File: src/rtl/mem_arbiter_if.sv
// Requester-side bus of the two-port memory arbiter.
// Port 0 is the CPU load/store/fetch path, port 1 the program loader/debug path.
// master = requester side, slave = arbiter side.
interface mem_arbiter_if #(
   parameter int ADDR_W = 8,
   parameter int DATA_W = 8
);
   logic              p0_req;
   logic              p0_we;
   logic [ADDR_W-1:0] p0_addr;
   logic [DATA_W-1:0] p0_wdata;
   logic              p0_ack;
   logic [DATA_W-1:0] p0_rdata;

   logic              p1_req;
   logic              p1_we;
   logic [ADDR_W-1:0] p1_addr;
   logic [DATA_W-1:0] p1_wdata;
   logic              p1_ack;
   logic [DATA_W-1:0] p1_rdata;

   modport master (
      output p0_req, p0_we, p0_addr, p0_wdata,
      output p1_req, p1_we, p1_addr, p1_wdata,
      input  p0_ack, p0_rdata, p1_ack, p1_rdata
   );

   modport slave (
      input  p0_req, p0_we, p0_addr, p0_wdata,
      input  p1_req, p1_we, p1_addr, p1_wdata,
      output p0_ack, p0_rdata, p1_ack, p1_rdata
   );
endinterface

File: src/rtl/mem_arbiter.sv
// Two-port round-robin arbiter in front of a 256x8 data memory.
// Each access takes three cycles: arbitrate/latch, memory access, acknowledge.
//
// state  | meaning
// -------+-----------------------------------------------------------
// IDLE   | waiting for a request; requests sampled and winner latched
// ACCESS | memory driven with latched operands; read data captured
// RESP   | one-cycle ack pulse to the winning port
module mem_arbiter #(
   parameter int ADDR_W = 8,
   parameter int DATA_W = 8
) (
   input  logic              i_clk,
   input  logic              i_rst_n,
   mem_arbiter_if.slave      bus,
   output logic [ADDR_W-1:0] o_mem_addr,
   output logic [DATA_W-1:0] o_mem_wdata,
   output logic              o_mem_we,
   input  logic [DATA_W-1:0] i_mem_rdata,
   output logic              o_busy,
   output logic              o_grant
);

   typedef enum logic [1:0] {
      IDLE   = 2'd0,
      ACCESS = 2'd1,
      RESP   = 2'd2
   } state_t;

   state_t            r_state;
   state_t            w_next_state;
   logic              w_start;
   logic              w_win;
   logic              w_sel_we;
   logic [ADDR_W-1:0] w_sel_addr;
   logic [DATA_W-1:0] w_sel_wdata;

   logic              r_grant;
   logic              r_we;
   logic [ADDR_W-1:0] r_addr;
   logic [DATA_W-1:0] r_wdata;
   logic              r_p0_ack;
   logic              r_p1_ack;
   logic [DATA_W-1:0] r_p0_rdata;
   logic [DATA_W-1:0] r_p1_rdata;

   // Next-state and winner selection; on a tie the port that did not win last time goes.
   always_comb begin
      w_next_state = r_state;
      w_start      = 1'b0;
      w_win        = r_grant;
      case (r_state)
         IDLE: begin
            if (bus.p0_req || bus.p1_req) begin
               w_start      = 1'b1;
               w_next_state = ACCESS;
               if (bus.p0_req && bus.p1_req) begin
                  w_win = ~r_grant;
               end else begin
                  w_win = bus.p1_req;
               end
            end
         end
         ACCESS:  w_next_state = RESP;
         RESP:    w_next_state = IDLE;
         default: w_next_state = IDLE;
      endcase
   end

   // Operand mux for the winning port, used only when latching in IDLE.
   always_comb begin
      w_sel_we    = w_win ? bus.p1_we    : bus.p0_we;
      w_sel_addr  = w_win ? bus.p1_addr  : bus.p0_addr;
      w_sel_wdata = w_win ? bus.p1_wdata : bus.p0_wdata;
   end

   // State register, operand latch, ack pulse and per-port read data capture.
   always_ff @(posedge i_clk) begin
      if (!i_rst_n) begin
         r_state    <= IDLE;
         r_grant    <= 1'b1;
         r_we       <= 1'b0;
         r_addr     <= '0;
         r_wdata    <= '0;
         r_p0_ack   <= 1'b0;
         r_p1_ack   <= 1'b0;
         r_p0_rdata <= '0;
         r_p1_rdata <= '0;
      end else begin
         r_state  <= w_next_state;
         r_p0_ack <= 1'b0;
         r_p1_ack <= 1'b0;
         if (w_start) begin
            r_grant <= w_win;
            r_we    <= w_sel_we;
            r_addr  <= w_sel_addr;
            r_wdata <= w_sel_wdata;
         end
         if (r_state == ACCESS) begin
            if (r_grant) begin
               r_p1_ack <= 1'b1;
               if (!r_we) r_p1_rdata <= i_mem_rdata;
            end else begin
               r_p0_ack <= 1'b1;
               if (!r_we) r_p0_rdata <= i_mem_rdata;
            end
         end
      end
   end

   // Memory address/data always come from the latch so the bus never follows live inputs.
   assign o_mem_addr   = r_addr;
   assign o_mem_wdata  = r_wdata;
   assign o_mem_we     = (r_state == ACCESS) && r_we;
   assign o_busy       = (r_state != IDLE);
   assign o_grant      = r_grant;
   assign bus.p0_ack   = r_p0_ack;
   assign bus.p1_ack   = r_p1_ack;
   assign bus.p0_rdata = r_p0_rdata;
   assign bus.p1_rdata = r_p1_rdata;

endmodule

File: src/flat_wrapper.sv
// flat-port wrapper written by rule: the top's interface ports become plain ports
module mem_arbiter_flat 
#(
   parameter int ADDR_W = 8,
   parameter int DATA_W = 8
)
  (i_clk, i_rst_n, o_mem_addr, o_mem_wdata, o_mem_we, i_mem_rdata, o_busy, o_grant, bus_p0_req, bus_p0_we, bus_p0_addr, bus_p0_wdata, bus_p1_req, bus_p1_we, bus_p1_addr, bus_p1_wdata, bus_p0_ack, bus_p0_rdata, bus_p1_ack, bus_p1_rdata);
  mem_arbiter_if #(.ADDR_W(ADDR_W), .DATA_W(DATA_W)) bus_i ();
  input  logic i_clk;
  input  logic i_rst_n;
  output logic [ADDR_W-1:0] o_mem_addr;
  output logic [DATA_W-1:0] o_mem_wdata;
  output logic o_mem_we;
  input  logic [DATA_W-1:0] i_mem_rdata;
  output logic o_busy;
  output logic o_grant;
  input wire logic [$bits(bus_i.p0_req)-1:0] bus_p0_req;
  input wire logic [$bits(bus_i.p0_we)-1:0] bus_p0_we;
  input wire logic [$bits(bus_i.p0_addr)-1:0] bus_p0_addr;
  input wire logic [$bits(bus_i.p0_wdata)-1:0] bus_p0_wdata;
  input wire logic [$bits(bus_i.p1_req)-1:0] bus_p1_req;
  input wire logic [$bits(bus_i.p1_we)-1:0] bus_p1_we;
  input wire logic [$bits(bus_i.p1_addr)-1:0] bus_p1_addr;
  input wire logic [$bits(bus_i.p1_wdata)-1:0] bus_p1_wdata;
  output wire logic [$bits(bus_i.p0_ack)-1:0] bus_p0_ack;
  output wire logic [$bits(bus_i.p0_rdata)-1:0] bus_p0_rdata;
  output wire logic [$bits(bus_i.p1_ack)-1:0] bus_p1_ack;
  output wire logic [$bits(bus_i.p1_rdata)-1:0] bus_p1_rdata;
  assign bus_i.p0_req = bus_p0_req;
  assign bus_i.p0_we = bus_p0_we;
  assign bus_i.p0_addr = bus_p0_addr;
  assign bus_i.p0_wdata = bus_p0_wdata;
  assign bus_i.p1_req = bus_p1_req;
  assign bus_i.p1_we = bus_p1_we;
  assign bus_i.p1_addr = bus_p1_addr;
  assign bus_i.p1_wdata = bus_p1_wdata;
  assign bus_p0_ack = bus_i.p0_ack;
  assign bus_p0_rdata = bus_i.p0_rdata;
  assign bus_p1_ack = bus_i.p1_ack;
  assign bus_p1_rdata = bus_i.p1_rdata;
  mem_arbiter #(.ADDR_W(ADDR_W), .DATA_W(DATA_W)) u_core (.i_clk(i_clk), .i_rst_n(i_rst_n), .bus(bus_i), .o_mem_addr(o_mem_addr), .o_mem_wdata(o_mem_wdata), .o_mem_we(o_mem_we), .i_mem_rdata(i_mem_rdata), .o_busy(o_busy), .o_grant(o_grant));
endmodule
File: config.mk
export PLATFORM = sky130hd
export DESIGN_NAME = mem_arbiter_flat
export DESIGN_NICKNAME = d
export VERILOG_FILES = /design/src/rtl/mem_arbiter_if.sv /design/src/rtl/mem_arbiter.sv /design/src/flat_wrapper.sv
export SDC_FILE = /design/constraint.sdc
export NUM_CORES = 1
export LEC_CHECK = 0
export CORE_MARGIN = 2
export CORE_UTILIZATION = 38
export DETAILED_ROUTE_END_ITERATION = 6
export PLACE_DENSITY = 0.87
export SLEW_MARGIN = 40
export SYNTH_ARGS = -nofsm -noshare
export SYNTH_HDL_FRONTEND = slang
export SYNTH_SLANG_ARGS = --single-unit
File: constraint.sdc
create_clock -name i_clk -period 1.61 [get_ports i_clk]
set_input_delay 0.161 -clock i_clk [delete_from_list [all_inputs] [get_ports i_clk]]
set_output_delay 0.161 -clock i_clk [all_outputs]
set_load 0.1 [all_outputs]
==> flow_summary.toml, run 1 <==
[run_status]
status = "complete, no violations"

[sta]
final.period_utilization = 0.887
setup_tns_ns = 0
hold_viol = 0
setup_viol_count_final = 0
period_minus_slack_ns = 1.43
hold_slack_ns = 0.464
finalClockSkew_ns = 0.00303
rsz0062_at_grt = "no"
max_freq_ghz = 0.700
tightestPinTransition_ns = 0.206
slew_headroom = 0.863
setup_ws_ns = 0.181
maxSlewViolCount = 0

[clock_tree]
clock_path_buffers = 2
htreeDepth = 2
cts_tree = "built"
post_cts_resized = 0
cts.clk_slew.worst_paths_ns = 0.07
clk_latency_ns = 0.29
cts.hold.buffers_added = 0
clockRootBuffer = "clkbuf_8"
cts_setup_buffers = 0
cts_made_buffers = 5
cts.sinks = 38

[final_layout]
syn2layout_area_growth_pct = 88.8
final_cell_mix = "45 x clkdlybuf4s50_1, 38 x buf_12, 37 x dfxtp_1"
fillers = 267
final_cells = 276
drive_above_1_share = 0.237
layout_commonest_cell = "clkdlybuf4s50_1"
regArea_um2 = 764
fin_nets = 273
diodes = 0
multiInputGateArea_um2 = 678

[pwr]
vdd_drop_max_mv = 0.838
p_int_mw = 1.85
power.density_nw_per_um2 = 1030
total_power_mw = 2.94
seq_power_share = 0.374
clock_power_share = 0.225
power.switching_mw = 1.09
p_sw_frac = 0.372
total_leakage_power_nw = 1.15
comb_power_share = 0.401

[global_route]
grt_start_max_net_pins = 19
busiest_layer = "met2"
grt-ovfl-total = 0
grt_pass1_vias = 1361
grt_pass1_wl_um = 6440
antenna_found_initial = 0
use_met2 = 0.325
track_usage = 0.195
grt_use_met1 = 0.223
grt_use_met3 = 0.0726

[hold_path]
hold_class = "in2reg"

[floorplan]
rows = 22
start_util = 0.404
coreArea_um2 = 3740
ios = 83
dieArea_um2 = 4500
die_h_um = 67.1
fp.dieW_um = 67.1

[setup_path]
cp-end-kind = "output pin"
crit_chain = "and2b_2, and2_1, buf_12"
cp.required_ns = 1.45
path_max_fanout = 5
slowest_delay_ns = 0.39
worst_setup_path_start_kind = "register"
crit_type = "reg2out"
cpMaxStageDelayCell = "dfxtp_1"
cp.arrival_ns = 1.27

[placement]
place_hpwl_um = 3030
io_buffers = 82
routabilityCongestion = 0.734
placed_cells_incl_taps = 268
dp_slack_ns = -0.0977

[drt]
remaining_drc_errors = 0
ant_nets = 0
post_drt_wl_per_cell_um = 14.4
wirelength_um = 3990
drt-vias-per-instance = 4.83
drtIter0Drc = 46
firstDrtPassIters = 4
vias = 1334

[yosys]
synth_area_um2 = 1510
synthDistinctLibCells = 22
synth.top_cell.area_share = 0.503
yosysTopAreaCell = "dfxtp_1"
synth_edf_count = 0
async_flop_share = 0
syn_nets = 187
ys_seq_area_frac = 0.503
syn_area_per_cell_um2 = 10.7
synth-seq-cells = 38
synth_ff_type = "dfxtp_1"
synth_warnings = 0
syn_inst = 141
yosys-top-cells-area = "dfxtp_1 50%, mux2i_1 17%, o2bb2ai_1 9.9%"

[flow_run]
drv_cap = 0
## critical path, delay by kind of cell, from the launching register on
kind	cells	cell delay, ns
buffers and inverters	1	0.17
flip-flops	1	0.39
AND/OR/NAND/NOR	2	0.42
## cells in the mapped netlist, drive strengths merged (2+ instances only)
cell type / count
dfxtp: 38
and2: 2
o2bb2ai: 17
a21boi: 8
clkbuf: 4
and2b: 2
nor3b: 2
inv: 3
nand2: 19
buf: 5
nor2b: 9
mux2i: 25
## through the flow
step	area (um2)	util
after floorplan	1520	-
after global placement	2760	0.738
after detailed placement	2760	0.738
after CTS	2850	0.762
after global routing	2850	0.762
final	2850	0.762
## path summary, 6_finish.rpt
| path | slack, ns | start | cells past startpoint | to |
|---|---|---|---|---|
| setup reg to reg | 0.19 | u_core.r_state[0] | 5 | u_core.o_mem_addr[4] |
| hold / removal | 0.46 | i_mem_rdata[4] | 3 | u_core.bus.p0_rdata[4] |
| setup / recovery | 0.18 | u_core.r_state[1] | 3 | o_mem_we |
| hold reg to reg | 0.50 | u_core.bus.p0_rdata[4] | 2 | u_core.bus.p0_rdata[4] |
## cell type report
type,count,share of cell area
clock buffers,7,0.0302
clock inverters,1,0.00175
multi-input cells,91,0.238
flip-flops and latches,38,0.268
well taps,48,0.0210
inverters,3,0.00395
repair buffers,88,0.438
## cell families after synthesis
family                 count (synthesis)  share of synthesized area
AO/OA/AOI/OAI                         27                      0.150
buffers and inverters                 12                     0.0480
multiplexers                          25                      0.166
AND/OR/NAND/NOR                       39                      0.133
flip-flops                            38                      0.503
## state kept, by name, indices dropped and copies added, names as in the netlist, named ones only
register             cells
u_core.bus.p0_rdata      8
u_core.bus.p1_rdata      8
u_core.o_mem_addr        8
u_core.o_mem_wdata       8
u_core.r_state           2
u_core.bus.p0_ack        1
u_core.bus.p1_ack        1
u_core.r_we              1
## power by group through the flow
stage               clock, mW  combinational [mW]  sequential (mW)
floorplan                   0               0.257             1.56
global placement            0                1.17             1.11
detailed placement          0                1.18             1.12
CTS                     0.683                1.19             1.10
global route            0.719                1.23             1.11
finish                  0.662                1.18             1.10
## layer usage
| metal | vias to the layer above | wire, um |
|---|---|---|
| met5 | - | 0 |
| met4 | 0 | 63 |
| met3 | 6 | 316 |
| met2 | 54 | 1990 |
| met1 | 614 | 1620 |
| li1 | 660 | - |
No activity file was read; power rests on OpenSTA's default activity.
==> run 2, diff against run 1 <==
--- a/config.mk
+++ b/config.mk
@@ -5,10 +5,12 @@
 export SDC_FILE = /design/constraint.sdc
 export NUM_CORES = 1
 export LEC_CHECK = 0
+export CELL_PAD_IN_SITES_DETAIL_PLACEMENT = 0
+export CELL_PAD_IN_SITES_GLOBAL_PLACEMENT = 1
 export CORE_MARGIN = 2
-export CORE_UTILIZATION = 38
+export CORE_UTILIZATION = 28
 export DETAILED_ROUTE_END_ITERATION = 6
-export PLACE_DENSITY = 0.87
+export PLACE_DENSITY = 0.88
 export SLEW_MARGIN = 40
 export SYNTH_ARGS = -nofsm -noshare
 export SYNTH_HDL_FRONTEND = slang
==> flow_summary.toml, run 2 (synthesis gave the netlist of run 1 again) <==
[clock_tree]
clk_latency_ns = 0.28
cts_setup_buffers = 0
cts.sinks = 38
cts_made_buffers = 5
clock_path_buffers = 2
post_cts_resized = 0
cts_tree = "built"
clockRootBuffer = "clkbuf_8"
cts.hold.buffers_added = 0
htreeDepth = 2
cts.clk_slew.worst_paths_ns = 0.07

[sta]
hold_viol = 0
finalClockSkew_ns = 0.00434
max_freq_ghz = 0.693
slew_headroom = 0.866
setup_viol_count_final = 0
final.period_utilization = 0.896
rsz0062_at_grt = "no"
period_minus_slack_ns = 1.44
tightestPinTransition_ns = 0.202
setup_tns_ns = 0
maxSlewViolCount = 0

[placement]
io_buffers = 82
routabilityCongestion = 0.717
place_hpwl_um = 3040

[setup_path]
slowest_delay_ns = 0.40
cp-end-kind = "output pin"
crit_type = "reg2out"
regToRegEndpoint = "u_core.o_mem_wdata[2]"
r2r_setup_slack_ns = 0.24
timing.rr.start = "u_core.r_state[0]"
cpMaxStageDelayCell = "dfxtp_1"
cp.required_ns = 1.45
path_max_fanout = 5
cp.arrival_ns = 1.28
worst_setup_path_start_kind = "register"
r2r_cells = 5
crit_chain = "and2b_2, and2_1, buf_12"

[run_status]
status = "complete, no violations"

[pwr]
power.density_nw_per_um2 = 1010
total_power_mw = 2.91
total_leakage_power_nw = 1.15
vdd_drop_max_mv = 0.504

[flow_run]
drv_cap = 0

[global_route]
track_usage = 0.138
grt_start_max_net_pins = 20
grt_pass1_vias = 1369
antenna_found_initial = 0
grt_pass1_wl_um = 6590
grt-ovfl-total = 0

[hold_path]
min_path_cells = 3
hold_end = "u_core.bus.p0_rdata[2]"
hold_path.startpoint = "i_mem_rdata[2]"
hold_class = "in2reg"

[final_layout]
drive_above_1_share = 0.242
fillers = 446
layout_commonest_cell = "clkdlybuf4s50_1"
diodes = 0
syn2layout_area_growth_pct = 90.9
fin_nets = 274
final_cell_mix = "45 x clkdlybuf4s50_1, 38 x buf_12, 37 x dfxtp_1"

[drt]
remaining_drc_errors = 0
wirelength_um = 3920
ant_nets = 0
post_drt_wl_per_cell_um = 13.2
firstDrtPassIters = 2
drt-vias-per-instance = 4.38
drtIter0Drc = 51
vias = 1302

[floorplan]
start_util = 0.292
dieArea_um2 = 6000
die_h_um = 77.5
ios = 83
fp.dieW_um = 77.5
coreArea_um2 = 5170
rows = 26
## run 2: changes by cell type in the layout (fill, tap and decap cells not counted)
cell / previous run / this run
buf_4: 5 / 6
nor3b_1: 2 / 1
clkbuf_1: 1 / 0
clkinv_2: 1 / 0
nor3b_2: 0 / 1
## run 2: final cells by class
cell class              count  area [um2]  share of cell area
well taps                  70        87.6              0.0304
clock buffers               6        82.6              0.0286
multi-input cells          91         683               0.237
inverters                   3        11.3             0.00390
repair buffers             89        1260               0.435
flip-flops and latches     38         764               0.265
## run 2: power breakdown
| group | leakage (nW) | internal (mW) | switching [mW] |
|---|---|---|---|
| combinational | 0.797 | 0.492 | 0.694 |
| sequential | 0.311 | 1.02 | 0.0811 |
| clock | 0.0431 | 0.330 | 0.294 |
## run 2: worst max-delay path by stage
stage | startpoint | to | slack (ns) | depth (start not counted)
6_report | u_core.r_state[1] | o_mem_we | 0.17 | 3
3_3_place_gp | bus_p1_req | u_core.o_mem_addr[5] | -0.03 | 6
2_1_floorplan | register | u_core.o_mem_addr[4] | 0.09 | 6
5_1_grt | u_core.r_state[1] | o_mem_we | 0.10 | 3
3_5_place_dp | bus_p1_req | u_core.o_mem_wdata[2] | -0.06 | 6
4_1_cts | u_core.r_state[1] | o_mem_we | 0.15 | 3
## run 2: routing by layer
metal,GRT usage,part of all wire,up-vias
li1,-,-,663
met1,0.159,0.41,597
met2,0.232,0.52,38
met3,0.0535,0.063,4
met4,0.0482,0.014,0
met5,0,0,-
## run 2: per-stage QoR
stage                     hold WS, ns   util  setup slack, ns  std cells  instance area (um2)
final                           0.471  0.558            0.167        297                 2890
after global routing            0.476  0.558            0.102        297                 2890
after CTS                       0.465  0.558            0.152        297                 2890
after detailed placement        0.496  0.542          -0.0567        291                 2800
after global placement          0.486  0.542          -0.0340        291                 2800
after floorplan                 0.306      -           0.0903        141                 1520
## run 2: worst max-delay path, delay by kind of cell (launching register included)
| family | cells | cell delay, ns |
|---|---|---|
| AND/OR/NAND/NOR | 2 | 0.44 |
| flip-flops | 1 | 0.40 |
| buffers and inverters | 1 | 0.17 |
==> run 3, diff against run 2 <==
--- a/config.mk
+++ b/config.mk
@@ -5,12 +5,15 @@
 export SDC_FILE = /design/constraint.sdc
 export NUM_CORES = 1
 export LEC_CHECK = 0
+export CAP_MARGIN = 20
 export CELL_PAD_IN_SITES_DETAIL_PLACEMENT = 0
 export CELL_PAD_IN_SITES_GLOBAL_PLACEMENT = 1
+export CORE_ASPECT_RATIO = 0.8
 export CORE_MARGIN = 2
 export CORE_UTILIZATION = 28
 export DETAILED_ROUTE_END_ITERATION = 6
 export PLACE_DENSITY = 0.88
+export REMOVE_ABC_BUFFERS = 1
 export SLEW_MARGIN = 40
 export SYNTH_ARGS = -nofsm -noshare
 export SYNTH_HDL_FRONTEND = slang
==> flow_summary.toml, run 3 (synthesis gave the netlist of run 1 again) <==
[run_status]
status = "complete, no violations"

[hold_path]
hold_path.startpoint = "i_mem_rdata[5]"
min_path_cells = 3
hold_end = "u_core.bus.p0_rdata[5]"
hold_class = "in2reg"

[final_layout]
drive_above_1_share = 0.241
fillers = 429
post-route-util = 0.570
layout_commonest_cell = "clkdlybuf4s50_1"
fin_nets = 273
diodes = 0
design_area_um2 = 2900
syn2layout_area_growth_pct = 92.1
final_cells = 290
final_cell_mix = "45 x clkdlybuf4s50_1, 39 x buf_12, 38 x dfxtp_1"

[placement]
placed_cells_incl_taps = 282
dpl_cell_area_um2 = 2790
io_buffers = 82
dp_slack_ns = -0.0782
routabilityCongestion = 0.676
place_hpwl_um = 3010

[floorplan]
rows = 23
fp.dieW_um = 86.1
ios = 83
coreArea_um2 = 5090
start_util = 0.297
dieArea_um2 = 6010
die_h_um = 69.7

[drt]
post_drt_wl_per_cell_um = 13.9
firstDrtPassIters = 4
drtIter0Drc = 25
wirelength_um = 4030
vias = 1287
drt-vias-per-instance = 4.44
ant_nets = 0
dr.max_layer_used = "met4"
drt-met1-wl_um = 1820
remaining_drc_errors = 0
met3WireLength_um = 209
met2_length_um = 1940

[clock_tree]
clk_latency_ns = 0.29
htreeDepth = 2
post_cts_resized = 0
cts.sinks = 38
cts_tree = "built"
clock_path_buffers = 2
cts.clk_slew.worst_paths_ns = 0.07
cts.hold.buffers_added = 0
cts_setup_buffers = 0
clockRootBuffer = "clkbuf_8"
cts_made_buffers = 5

[pwr]
total_power_mw = 3.07
vdd_drop_max_mv = 0.556
power.density_nw_per_um2 = 1060
total_leakage_power_nw = 1.17

[setup_path]
r2r_cells = 5
crit_chain = "nand2_1, o32a_1, buf_12, mux2i_1, o2bb2ai_1"
critPathBufInv = 1
crit_type = "reg2reg"
r2r_setup_slack_ns = 0.15
slowest_delay_ns = 0.50
regToRegEndpoint = "u_core.o_mem_wdata[6]"
cp.required_ns = 1.79
cp-end-kind = "register"
cpMaxStageDelayCell = "dfxtp_1"
path_max_fanout = 18
worst_setup_path_start_kind = "register"
cp_top_family = "flip-flops"
cp.arrival_ns = 1.64

[sta]
max_freq_ghz = 0.687
slew_headroom = 0.789
period_minus_slack_ns = 1.46
setup_ws_ns = 0.154
hold_viol = 0
rsz0062_at_grt = "no"
final.period_utilization = 0.904
setup_tns_ns = 0
setup_viol_count_final = 0
hold_slack_ns = 0.459
maxSlewViolCount = 0
finalClockSkew_ns = 0.00266
tightestPinTransition_ns = 0.315

[global_route]
track_usage = 0.144
grt_pass1_vias = 1281
antenna_found_initial = 0
grt-ovfl-total = 0
grt_start_max_net_pins = 19
grt_pass1_wl_um = 6720

[flow_run]
drv_cap = 0
## run 3: cell types whose count changed in the layout (fill, tap and decap cells not counted), sizes merged
cell | previous run | this run
buf | 44 | 43
bufinv | 0 | 1
clkbuf | 6 | 5
clkinv | 0 | 2
## run 3: where the power goes
group	switching, mW	internal [mW]
Combinational	0.694	0.492
Sequential	0.0841	1.01
Clock	0.331	0.456
Total	1.11	1.96
## run 3: per-layer routing
metal	GRT usage	up-vias
li1	-	662
met1	0.189	584
met2	0.221	34
met3	0.0440	7
met4	0.0529	0
met5	0	-
## run 3: final cells by class
cell class                 instances  area, um2  area share
clock inverter                     3       40.0      0.0138
inverter                           3       11.3     0.00388
sequential                        38        761       0.262
tap                               62       77.6      0.0267
timing repair buffer              88       1260       0.434
clock buffer                       5       68.8      0.0237
multi-input combinational         91        683       0.235
## run 3: worst max path at each step
stage	to	slack, ns	from	depth (start not counted)
floorplan	u_core.bus.p1_rdata[0]	-0.85	register	3
global placement	u_core.o_mem_addr[2]	-0.02	bus_p1_req	6
detailed placement	u_core.o_mem_wdata[6]	-0.08	bus_p1_req	6
CTS	o_mem_we	0.14	u_core.r_state[1]	3
global route	u_core.o_mem_wdata[6]	0.07	register	5
finish	u_core.o_mem_wdata[6]	0.15	register	5
## run 3: worst min-delay path, stage by stage
cell             delay, ns
clkdlybuf4s50_1       0.42
nand2_1               0.06
a21boi_0              0.06
